--- src/rtl/alu_result_fifo.sv ---
// alu_result_fifo: writeback buffer behind the 8-bit ALU.
// Each accepted result is stored with its {SF,ZF,CF} flags and opcode tag in a
// DEPTH-entry circular buffer. Entries are presented first-word-fall-through on
// a valid/ready port. The block also keeps sticky accumulated flags and a sticky
// bit that records a dropped offer.
module alu_result_fifo #(
  parameter int DATA_W = 8,
  parameter int OP_W   = 4,
  parameter int DEPTH  = 4,
  localparam int PTR_W = $clog2(DEPTH),
  localparam int CNT_W = $clog2(DEPTH + 1)
) (
  input  logic              CLK,
  input  logic              RST_N,
  input  logic              IN_VALID,
  output logic              IN_READY,
  input  logic [DATA_W-1:0] ALU_OUT,
  input  logic              CF,
  input  logic              ZF,
  input  logic              SF,
  input  logic [OP_W-1:0]   SELC,
  output logic              OUT_VALID,
  input  logic              OUT_READY,
  output logic [DATA_W-1:0] OUT_DATA,
  output logic [2:0]        OUT_FLAGS,
  output logic [OP_W-1:0]   OUT_OP,
  output logic              OUT_ZERO,
  output logic [CNT_W-1:0]  COUNT,
  output logic [2:0]        STICKY_FLAGS,
  output logic              DROP_ERR,
  input  logic              STICKY_CLR
);

  localparam logic [CNT_W-1:0] FULL_CNT = CNT_W'(DEPTH);

  logic [DATA_W-1:0] r_mem_data  [DEPTH];
  logic [2:0]        r_mem_flags [DEPTH];
  logic [OP_W-1:0]   r_mem_op    [DEPTH];

  logic [PTR_W-1:0]  r_wr_ptr;
  logic [PTR_W-1:0]  r_rd_ptr;
  logic [CNT_W-1:0]  r_count;
  logic              r_rdy;
  logic [2:0]        r_sticky;
  logic              r_drop;

  logic              w_push;
  logic              w_pop;
  logic              w_in_ready;
  logic              w_out_valid;
  logic              w_drop_evt;
  logic [2:0]        w_in_flags;
  logic [DATA_W-1:0] w_head_data;
  logic [2:0]        w_head_flags;
  logic [OP_W-1:0]   w_head_op;

  // Handshake qualification. Input readiness ignores OUT_READY on purpose:
  // a full buffer never accepts, even when the head leaves in the same cycle.
  always_comb begin
    w_in_flags   = {SF, ZF, CF};
    w_in_ready   = r_rdy & (r_count != FULL_CNT);
    w_out_valid  = (r_count != '0);
    w_push       = IN_VALID & w_in_ready;
    w_pop        = w_out_valid & OUT_READY;
    w_drop_evt   = IN_VALID & ~w_in_ready;
    w_head_data  = r_mem_data[r_rd_ptr];
    w_head_flags = r_mem_flags[r_rd_ptr];
    w_head_op    = r_mem_op[r_rd_ptr];
  end

  // Head presentation; all fields read as zero while the buffer is empty.
  // OUT_ZERO is derived from the stored result, not the stored ZF, because
  // the ALU only drives ZF meaningfully for its compare opcode.
  always_comb begin
    IN_READY     = w_in_ready;
    OUT_VALID    = w_out_valid;
    OUT_DATA     = w_out_valid ? w_head_data  : '0;
    OUT_FLAGS    = w_out_valid ? w_head_flags : '0;
    OUT_OP       = w_out_valid ? w_head_op    : '0;
    OUT_ZERO     = w_out_valid & (w_head_data == '0);
    COUNT        = r_count;
    STICKY_FLAGS = r_sticky;
    DROP_ERR     = r_drop;
  end

  // Reset-release flop: input readiness opens on the first edge after RST_N rises.
  always_ff @(posedge CLK or negedge RST_N) begin
    if (!RST_N) r_rdy <= 1'b0;
    else        r_rdy <= 1'b1;
  end

  // Entry storage, written at the write pointer on every accepted push.
  always_ff @(posedge CLK or negedge RST_N) begin
    if (!RST_N) begin
      for (int i = 0; i < DEPTH; i++) begin
        r_mem_data[i]  <= '0;
        r_mem_flags[i] <= '0;
        r_mem_op[i]    <= '0;
      end
    end else if (w_push) begin
      r_mem_data[r_wr_ptr]  <= ALU_OUT;
      r_mem_flags[r_wr_ptr] <= w_in_flags;
      r_mem_op[r_wr_ptr]    <= SELC;
    end
  end

  // Pointers wrap naturally at DEPTH (power of two); occupancy is a separate counter.
  always_ff @(posedge CLK or negedge RST_N) begin
    if (!RST_N) begin
      r_wr_ptr <= '0;
      r_rd_ptr <= '0;
      r_count  <= '0;
    end else begin
      if (w_push) r_wr_ptr <= r_wr_ptr + PTR_W'(1);
      if (w_pop)  r_rd_ptr <= r_rd_ptr + PTR_W'(1);
      if (w_push && !w_pop)      r_count <= r_count + CNT_W'(1);
      else if (w_pop && !w_push) r_count <= r_count - CNT_W'(1);
    end
  end

  // Sticky status: a clear drops the old value first, then this cycle's push
  // flags and drop event are ORed in, so a same-cycle set wins over the clear.
  always_ff @(posedge CLK or negedge RST_N) begin
    if (!RST_N) begin
      r_sticky <= '0;
      r_drop   <= 1'b0;
    end else begin
      r_sticky <= (STICKY_CLR ? 3'b000 : r_sticky) | (w_push ? w_in_flags : 3'b000);
      r_drop   <= (STICKY_CLR ? 1'b0 : r_drop) | w_drop_evt;
    end
  end

endmodule

--- config.mk ---
export PLATFORM = sky130hd
export DESIGN_NAME = alu_result_fifo
export DESIGN_NICKNAME = d
export VERILOG_FILES = /design/src/rtl/alu_result_fifo.sv
export SDC_FILE = /design/constraint.sdc
export NUM_CORES = 1
export LEC_CHECK = 0
export BUFFER_PORTS_ARGS = -buffer_cell sky130_fd_sc_hd__buf_2
export CAP_MARGIN = 15
export CORE_MARGIN = 2
export CORE_UTILIZATION = 54
export CTS_BUF_LIST = sky130_fd_sc_hd__clkbuf_4 sky130_fd_sc_hd__clkbuf_8
export CTS_CLUSTER_DIAMETER = 100
export DETAILED_ROUTE_END_ITERATION = 8
export HOLD_SLACK_MARGIN = 0.12
export PLACE_DENSITY = 0.81
export SYNTH_ARGS = -nofsm -noshare
export SYNTH_HDL_FRONTEND = slang
export SYNTH_SLANG_ARGS = --single-unit
--- constraint.sdc ---
create_clock -name CLK -period 2.05 [get_ports CLK]
set_input_delay 0.1025 -clock CLK [delete_from_list [all_inputs] [get_ports CLK]]
set_output_delay 0.1025 -clock CLK [all_outputs]
set_load 0.05 [all_outputs]
==> results.ini, run 1 <==
[critical_path]
crit_type = flop to output pin
arrival_ns = 2.21
cp_slowest_cell = mux4_2
max_stage_delay_ns = 0.49
rr_worst_depth = 6
path_cells = buf_12 > mux4_2 > or3_1 > and4bb_1 > buf_6
cp-end-kind = output pin
cp-start-kind = flop
crit_required_ns = 1.95
path_max_fanout = 4

[clock_tree]
cts_root_buffer = clkbuf_8
clk_pin_slew_ns = 0.07
clkLatencyLatePin_ns = 0.34
cts_num_sinks = 72
cts_tree = yes
clockBufferDepth = 2
h-tree-depth = 3
cts_buffers = 9

[yosys]
synth_top_family_by_area = multiplexers
synth_top_cell_by_area = dfrtp_1
synth_fa_ha_area_share_pct = 2.478
synthXorXnorAreaFrac_pct = 1.577
yosys-top-cells-area = dfrtp_1 54%, mux2_2 21%, mux4_2 7.4%, mux4_1 3.2%, and2_1 2.8%
ys_types = 25
synth_area_per_cell_um2 = 15.57
synth_mux_area_share_pct = 31.54
synthSimpleGateAreaFrac_pct = 6.196
async_reset_ff_share_pct = 100.0
synth_seq_cells = 72
yosysTopAreaCellShare_pct = 54.07
synth.yosys.seq_area_share_pct = 54.07
synth_cells = 214
yosysWarnings = 0
synth_fp_nets = 240
synth_edf_count = 0
synth_flop_cell = dfrtp_1
synth_compound_area_share_pct = 1.051
syn_area_um2 = 3332

[layout]
area_delta_synth_final_pct = 26.32
design_area_um2 = 4209
drive_gt1_share_pct = 57.48
antennaDiodeCount = 0
fin_nets = 324

[timing]
fmax_mhz = 433.2
hold_viol = 0
rsz0062_at_grt = yes
fin_worst_skew_ns = 0.006741
maxSlewViolCount = 0
timing.final.crit_period_ns = 2.309
period_share_pct = 112.6
setup_slack_ns = -0.2586
setup_tns_ns = -0.2586
setup_viol = 1

[placement]
io_buffers = 44
post-dp-hpwl_um = 4368
place_congestion = 0.7181
place_area_um2 = 3781

[hold_path]
hp-class = primary input to flop
whs_path_depth = 3

[run_status]
status = finished, violations left
violations = negative setup slack

[floorplan]
dieWidth_um = 82.55
dieArea_um2 = 6815
ioPinCount = 45
die_height_um = 82.55
initial_core_util_pct = 55.95
core_um2 = 5956
rows = 28

[flow_run]
drv_cap = 0

[route]
drt-initial-drc-count = 102
firstDrtPassIters = 4
viasPerCell = 5.388
wl_per_cell_um = 16.99
num_vias = 2026
routed_wl_um = 6387
ant_nets = 0
drc_errors = 0

[global_routing]
grt_pass1_vias = 2089
grt_pass1_wl_um = 10440
antenna_found_initial = 0
grt_overflow = 0
grt_max_degree = 73
track_usage_pct = 21.54

[synth_stat cells (all sizes together), types with 2 or more instances]
cell and n:
inv 5, clkbuf 5, ha 5, xnor2 4, nand4 4, mux4 15
dfrtp 72, and2 15, a22o 4, buf 9, or3 2, mux2 62
nand2 2, xor2 2
[routing by layer]
metal	track usage, %	routed length, µm	vias to the layer above
li1	-	-	935
met1	28.73	2817	1036
met2	33.23	3193	43
met3	5.217	226	12
met4	10.66	150	0
met5	0	0	-
[cell families (layout without fill, tap and decap cells)]
| group | after synthesis | after routing |
|---|---|---|
| AND/OR/NAND/NOR | 29 | 29 |
| other | 1 | 1 |
| buffers and inverters | 19 | 106 |
| flip-flops | 72 | 72 |
| adder cells (fa/ha/maj) | 6 | 6 |
| AO/OA/AOI/OAI | 4 | 4 |
| XOR/XNOR | 6 | 6 |
| multiplexers | 77 | 77 |
[cells in the final DEF, fill, tap and decap left out, types with 2 or more instances in the layout]
cell type,instances
nand4_2,4
xor2_1,2
a22o_1,4
dfrtp_2,3
buf_4,23
clkbuf_8,12
dlygate4sd3_1,18
mux4_2,14
buf_12,3
dfrtp_1,69
buf_2,38
inv_1,4
clkbuf_4,4
ha_1,4
xnor2_1,4
buf_6,3
and2_1,15
mux2_2,61
[sequential cells by signal, summed over array words and instances, names as in the netlist]
register	cells
r_wr_ptr	2
STICKY_FLAGS	3
r_mem_data	32
r_mem_flags	12
r_rdy	1
DROP_ERR	1
COUNT	3
r_rd_ptr	2
r_mem_op	16
[area by class of cell]
cell class / instances / area [µm²]
sequential: 72 / 1805
multi-input combinational: 123 / 1459
tap: 75 / 93.84
inverter: 5 / 18.77
clock buffer: 14 / 180.2
fill: 430 / 1747
timing repair buffer: 87 / 651.9
[per-stage QoR]
step / instances / worst slack [ns] / util (%) / hold WS (ns)
6_report: 376 / -0.2586 / 70.67 / 0.1401
5_1_grt: 376 / -0.3417 / 70.67 / 0.1496
4_1_cts: 372 / -0.2920 / 69.85 / 0.1207
3_5_place_dp: 339 / -0.004487 / 63.49 / 0.1581
3_3_place_gp: 339 / 0.04370 / 63.49 / 0.1531
2_1_floorplan: 214 / -0.2713 / - / -0.1931
[worst paths after layout]
check                                     from  slack [ns]               to
worst min-delay path                STICKY_CLR        0.14  STICKY_FLAGS[2]
worst min register to register  r_mem_data[26]        0.51   r_mem_data[26]
min in group asynchronous                RST_N        0.33  STICKY_FLAGS[1]
worst max-delay path               r_rd_ptr[0]       -0.26         OUT_ZERO
max in group asynchronous                RST_N        1.42         COUNT[0]
worst max register to register        COUNT[0]        0.05         COUNT[1]
[worst max-delay path: cells and delay by family (launching register included)]
family | cells | cell delay [ns]
buf+inv | 2 | 0.29
flops | 1 | 0.41
mux | 1 | 0.49
simple gates | 2 | 0.68
[timing repair]
| action | in CTS | in global routing |
|---|---|---|
| gates cloned | 0 | 0 |
| setup buffers | 1 | 4 |
| endpoints found under the hold margin | 137 | 0 |
| hold buffers | 18 | 0 |
| pin swaps | 1 | 7 |
| resized for setup | 3 | 16 |
| endpoints found under the setup margin | 2 | 11 |
Power of run 1 is not shown: default switching activity piles up to over one toggle a cycle in this logic, so the estimate is an artifact.
==> run 2, diff against run 1 <==
--- a/config.mk
+++ b/config.mk
@@ -5,6 +5,7 @@
 export SDC_FILE = /design/constraint.sdc
 export NUM_CORES = 1
 export LEC_CHECK = 0
+export ABC_AREA = 1
 export BUFFER_PORTS_ARGS = -buffer_cell sky130_fd_sc_hd__buf_2
 export CAP_MARGIN = 15
 export CORE_MARGIN = 2
@@ -13,7 +14,7 @@
 export CTS_CLUSTER_DIAMETER = 100
 export DETAILED_ROUTE_END_ITERATION = 8
 export HOLD_SLACK_MARGIN = 0.12
-export PLACE_DENSITY = 0.81
+export PLACE_DENSITY = 0.8
 export SYNTH_ARGS = -nofsm -noshare
 export SYNTH_HDL_FRONTEND = slang
 export SYNTH_SLANG_ARGS = --single-unit
==> results.ini, run 2 <==
[layout]
mostFrequentLayoutCells = 105 x nand2_1, 68 x dfrtp_1, 49 x o21ai_1
antennaDiodeCount = 0  ; unchanged
area_delta_synth_final_pct = 17.83
fin_nets = 484  ; +49%
drive_gt1_share_pct = 21.86  ; -36 points
top_regs = r_mem_data: 32 flops, r_mem_op: 16 flops, r_mem_flags: 12 flops
largest_register_ffs = 32  ; unchanged
n_fill_cell = 515  ; +20%
largest-register = r_mem_data
layout_commonest_cell = nand2_1

[critical_path]
path_max_fanout = 10  ; +6
cp-end-kind = output pin
arrival_ns = 1.83  ; -0.38 ns
crit_type = flop to output pin
crit_required_ns = 1.95  ; about the same
cp-start-kind = flop

[yosys]
synth_top_cell_by_area = dfrtp_1
syn_area_um2 = 3467  ; +4.1%
synth_edf_count = 0  ; unchanged
synth_seq_cells = 72  ; unchanged
synth_flop_cell = dfrtp_1
synth.yosys.seq_area_share_pct = 51.97  ; -2.1 points
async_reset_ff_share_pct = 100.0  ; unchanged
synth_cells = 397  ; +86%
yosysWarnings = 0  ; unchanged
ys_types = 27  ; +8.0%
synth_fp_nets = 423  ; +76%
synth_area_per_cell_um2 = 8.733  ; -44%
yosysTopAreaCellShare_pct = 51.97  ; -2.1 points
synth.most_common_cell = nand2_1
synth_commonest_cells = 106 x nand2_1, 72 x dfrtp_1, 48 x o21ai_1, 41 x nor2_1, 28 x inv_1
yosys-top-cells-area = dfrtp_1 52%, nand2_1 11%, o21ai_1 6.9%, nor2_1 4.4%, buf_6 3.9%

[timing]
setup_slack_ns = 0.1191  ; +0.3777 ns
fmax_mhz = 517.9  ; +20%
setup_tns_ns = 0  ; +0.2586 ns
setup_viol = 0  ; -1
period_share_pct = 94.19  ; -18 points
maxSlewViolCount = 0  ; unchanged
hold_viol = 0  ; unchanged
rsz0062_at_grt = no
max-slew-margin-rel_pct = 63.81
worst_pin_slew_ns = 0.5428
fin_worst_skew_ns = 0.008646  ; +0.001905 ns
timing.final.crit_period_ns = 1.931  ; -0.3777 ns

[placement]
place_ws_ns = 0.1587  ; +0.1632 ns
post-dp-hpwl_um = 4854  ; +11%
io_buffers = 44  ; unchanged
place_congestion = 0.7865  ; +9.5%

[flow_run]
drv_cap = 0  ; unchanged

[hold_path]
hp-class = primary input to flop

[global_routing]
use_met3_pct = 2.950  ; -2.3 points
busiest_layer = met2
grt_pass1_vias = 2616  ; +25%
grtUsageMet2_pct = 36.29  ; +3.1 points
track_usage_pct = 22.70  ; +1.2 points
grt_max_degree = 51  ; -30%
grt_overflow = 0  ; unchanged
grt_pass1_wl_um = 12480  ; +20%
antenna_found_initial = 0  ; unchanged
grt_util_met1_pct = 30.77  ; +2.0 points

[floorplan]
core_um2 = 6277  ; +5.4%
die_height_um = 84.13  ; +1.9%
initial_core_util_pct = 55.23  ; -0.71 points
rows = 29  ; +3.6%
dieWidth_um = 84.13  ; +1.9%
dieArea_um2 = 7078  ; +3.9%
ioPinCount = 45  ; unchanged

[clock_tree]
cts_num_sinks = 72  ; unchanged
h-tree-depth = 3  ; unchanged
cts_root_buffer = clkbuf_8
cts_buffers = 9  ; unchanged
clk_pin_slew_ns = 0.07  ; about the same
clockBufferDepth = 2  ; unchanged
clkLatencyLatePin_ns = 0.35  ; about the same
cts_tree = yes

[route]
routed_wl_um = 7542  ; +18%
viasPerCell = 5.132  ; -4.8%
wl_per_cell_um = 13.99  ; -18%
drc_errors = 0  ; unchanged
ant_nets = 0  ; unchanged
drt-initial-drc-count = 268  ; +160%
num_vias = 2766  ; +37%
firstDrtPassIters = 5  ; +1

[run_status]
status = finished clean

[power]
p_per_area_nw_per_um2 = 1860
peakVddDrop_mv = 1.123
total_leakage_power_uw = 0.002080

==> run 2: critical path: stages, from the launching register on <==
cell and delay [ns]:
dfrtp_1 0.38, inv_1 0.27, nand3_1 0.12, and2_1 0.18, nor2_1 0.11, nand2_1 0.08
nor2_1 0.08, buf_2 0.26
==> run 2: cell type report <==
cell class                 instances  area [µm²]  area share, %
inverter                          29       112.6          2.757
multi-input combinational        274        1389          34.00
timing repair buffer              72       493.0          12.07
clock buffer                      15       187.7          4.594
sequential                        72        1807          44.23
tap                               77       96.34          2.358
==> run 2: what timing repair did <==
action | 4_1_cts | 5_1_grt
hold buffers | 18 | 0
endpoints found under the hold margin | 86 | 0
gates resized for setup | 1 | 2
endpoints found under the setup margin | 1 | 6
buffers inserted | 0 | 1
gates cloned | 0 | 0
==> run 2: cells by family after synthesis <==
group,count (synthesis),synth area share [%]
compound gates,89,14.29
xor+xnor,4,1.011
fa+ha+maj,6,2.382
buf+inv,51,8.480
flops,72,51.97
mux,1,0.3248
other cells,1,0.1082
simple gates,173,21.44
==> run 2: routing by layer <==
metal  share of wire [%]  wire length, µm  vias up
li1                    -                -     1390
met3                 4.4              335       19
met4                 2.9              216        0
met1                  44             3294     1280
met5                   0                0        -
met2                  49             3695       77
==> run 2: worst paths after layout <==
| path | slack (ns) | end | depth (start not counted) | start |
|---|---|---|---|---|
| max | 0.12 | OUT_ZERO | 7 | r_rd_ptr[1] |
| min | 0.11 | r_rd_ptr[0] | 3 | OUT_READY |
| max reg2reg | 0.16 | COUNT[2] | 9 | COUNT[1] |
| min reg2reg | 0.48 | r_mem_op[3] | 2 | r_mem_op[3] |
| max in group asynchronous | 1.11 | r_rd_ptr[0] | 3 | RST_N |
| min in group asynchronous | 0.27 | r_mem_data[26] | 2 | RST_N |
==> run 2: where the power goes <==
part | switching [µW] | internal [µW] | total (µW) | leakage, µW
registers | 435 | 2090 | 2520 | 0.000894
clock network | 490 | 574 | 1060 | 0.000100
logic | 2780 | 1230 | 4010 | 0.00109
==> run 2: stage by stage <==
stage | cell area [µm²] | hold WS, ns | total power [µW] | std cells | utilization, %
3_3_place_gp | 3704 | 0.1050 | 6370 | 505 | 59.00
5_1_grt | 4085 | 0.1394 | 8128 | 539 | 65.08
3_5_place_dp | 3704 | 0.1117 | 6485 | 505 | 59.00
6_report | 4085 | 0.1120 | 7597 | 539 | 65.08
4_1_cts | 4073 | 0.1205 | 7586 | 538 | 64.88
2_1_floorplan | 3492 | -0.1931 | 5612 | 397 | -
Power figures use the tool's default switching activity.
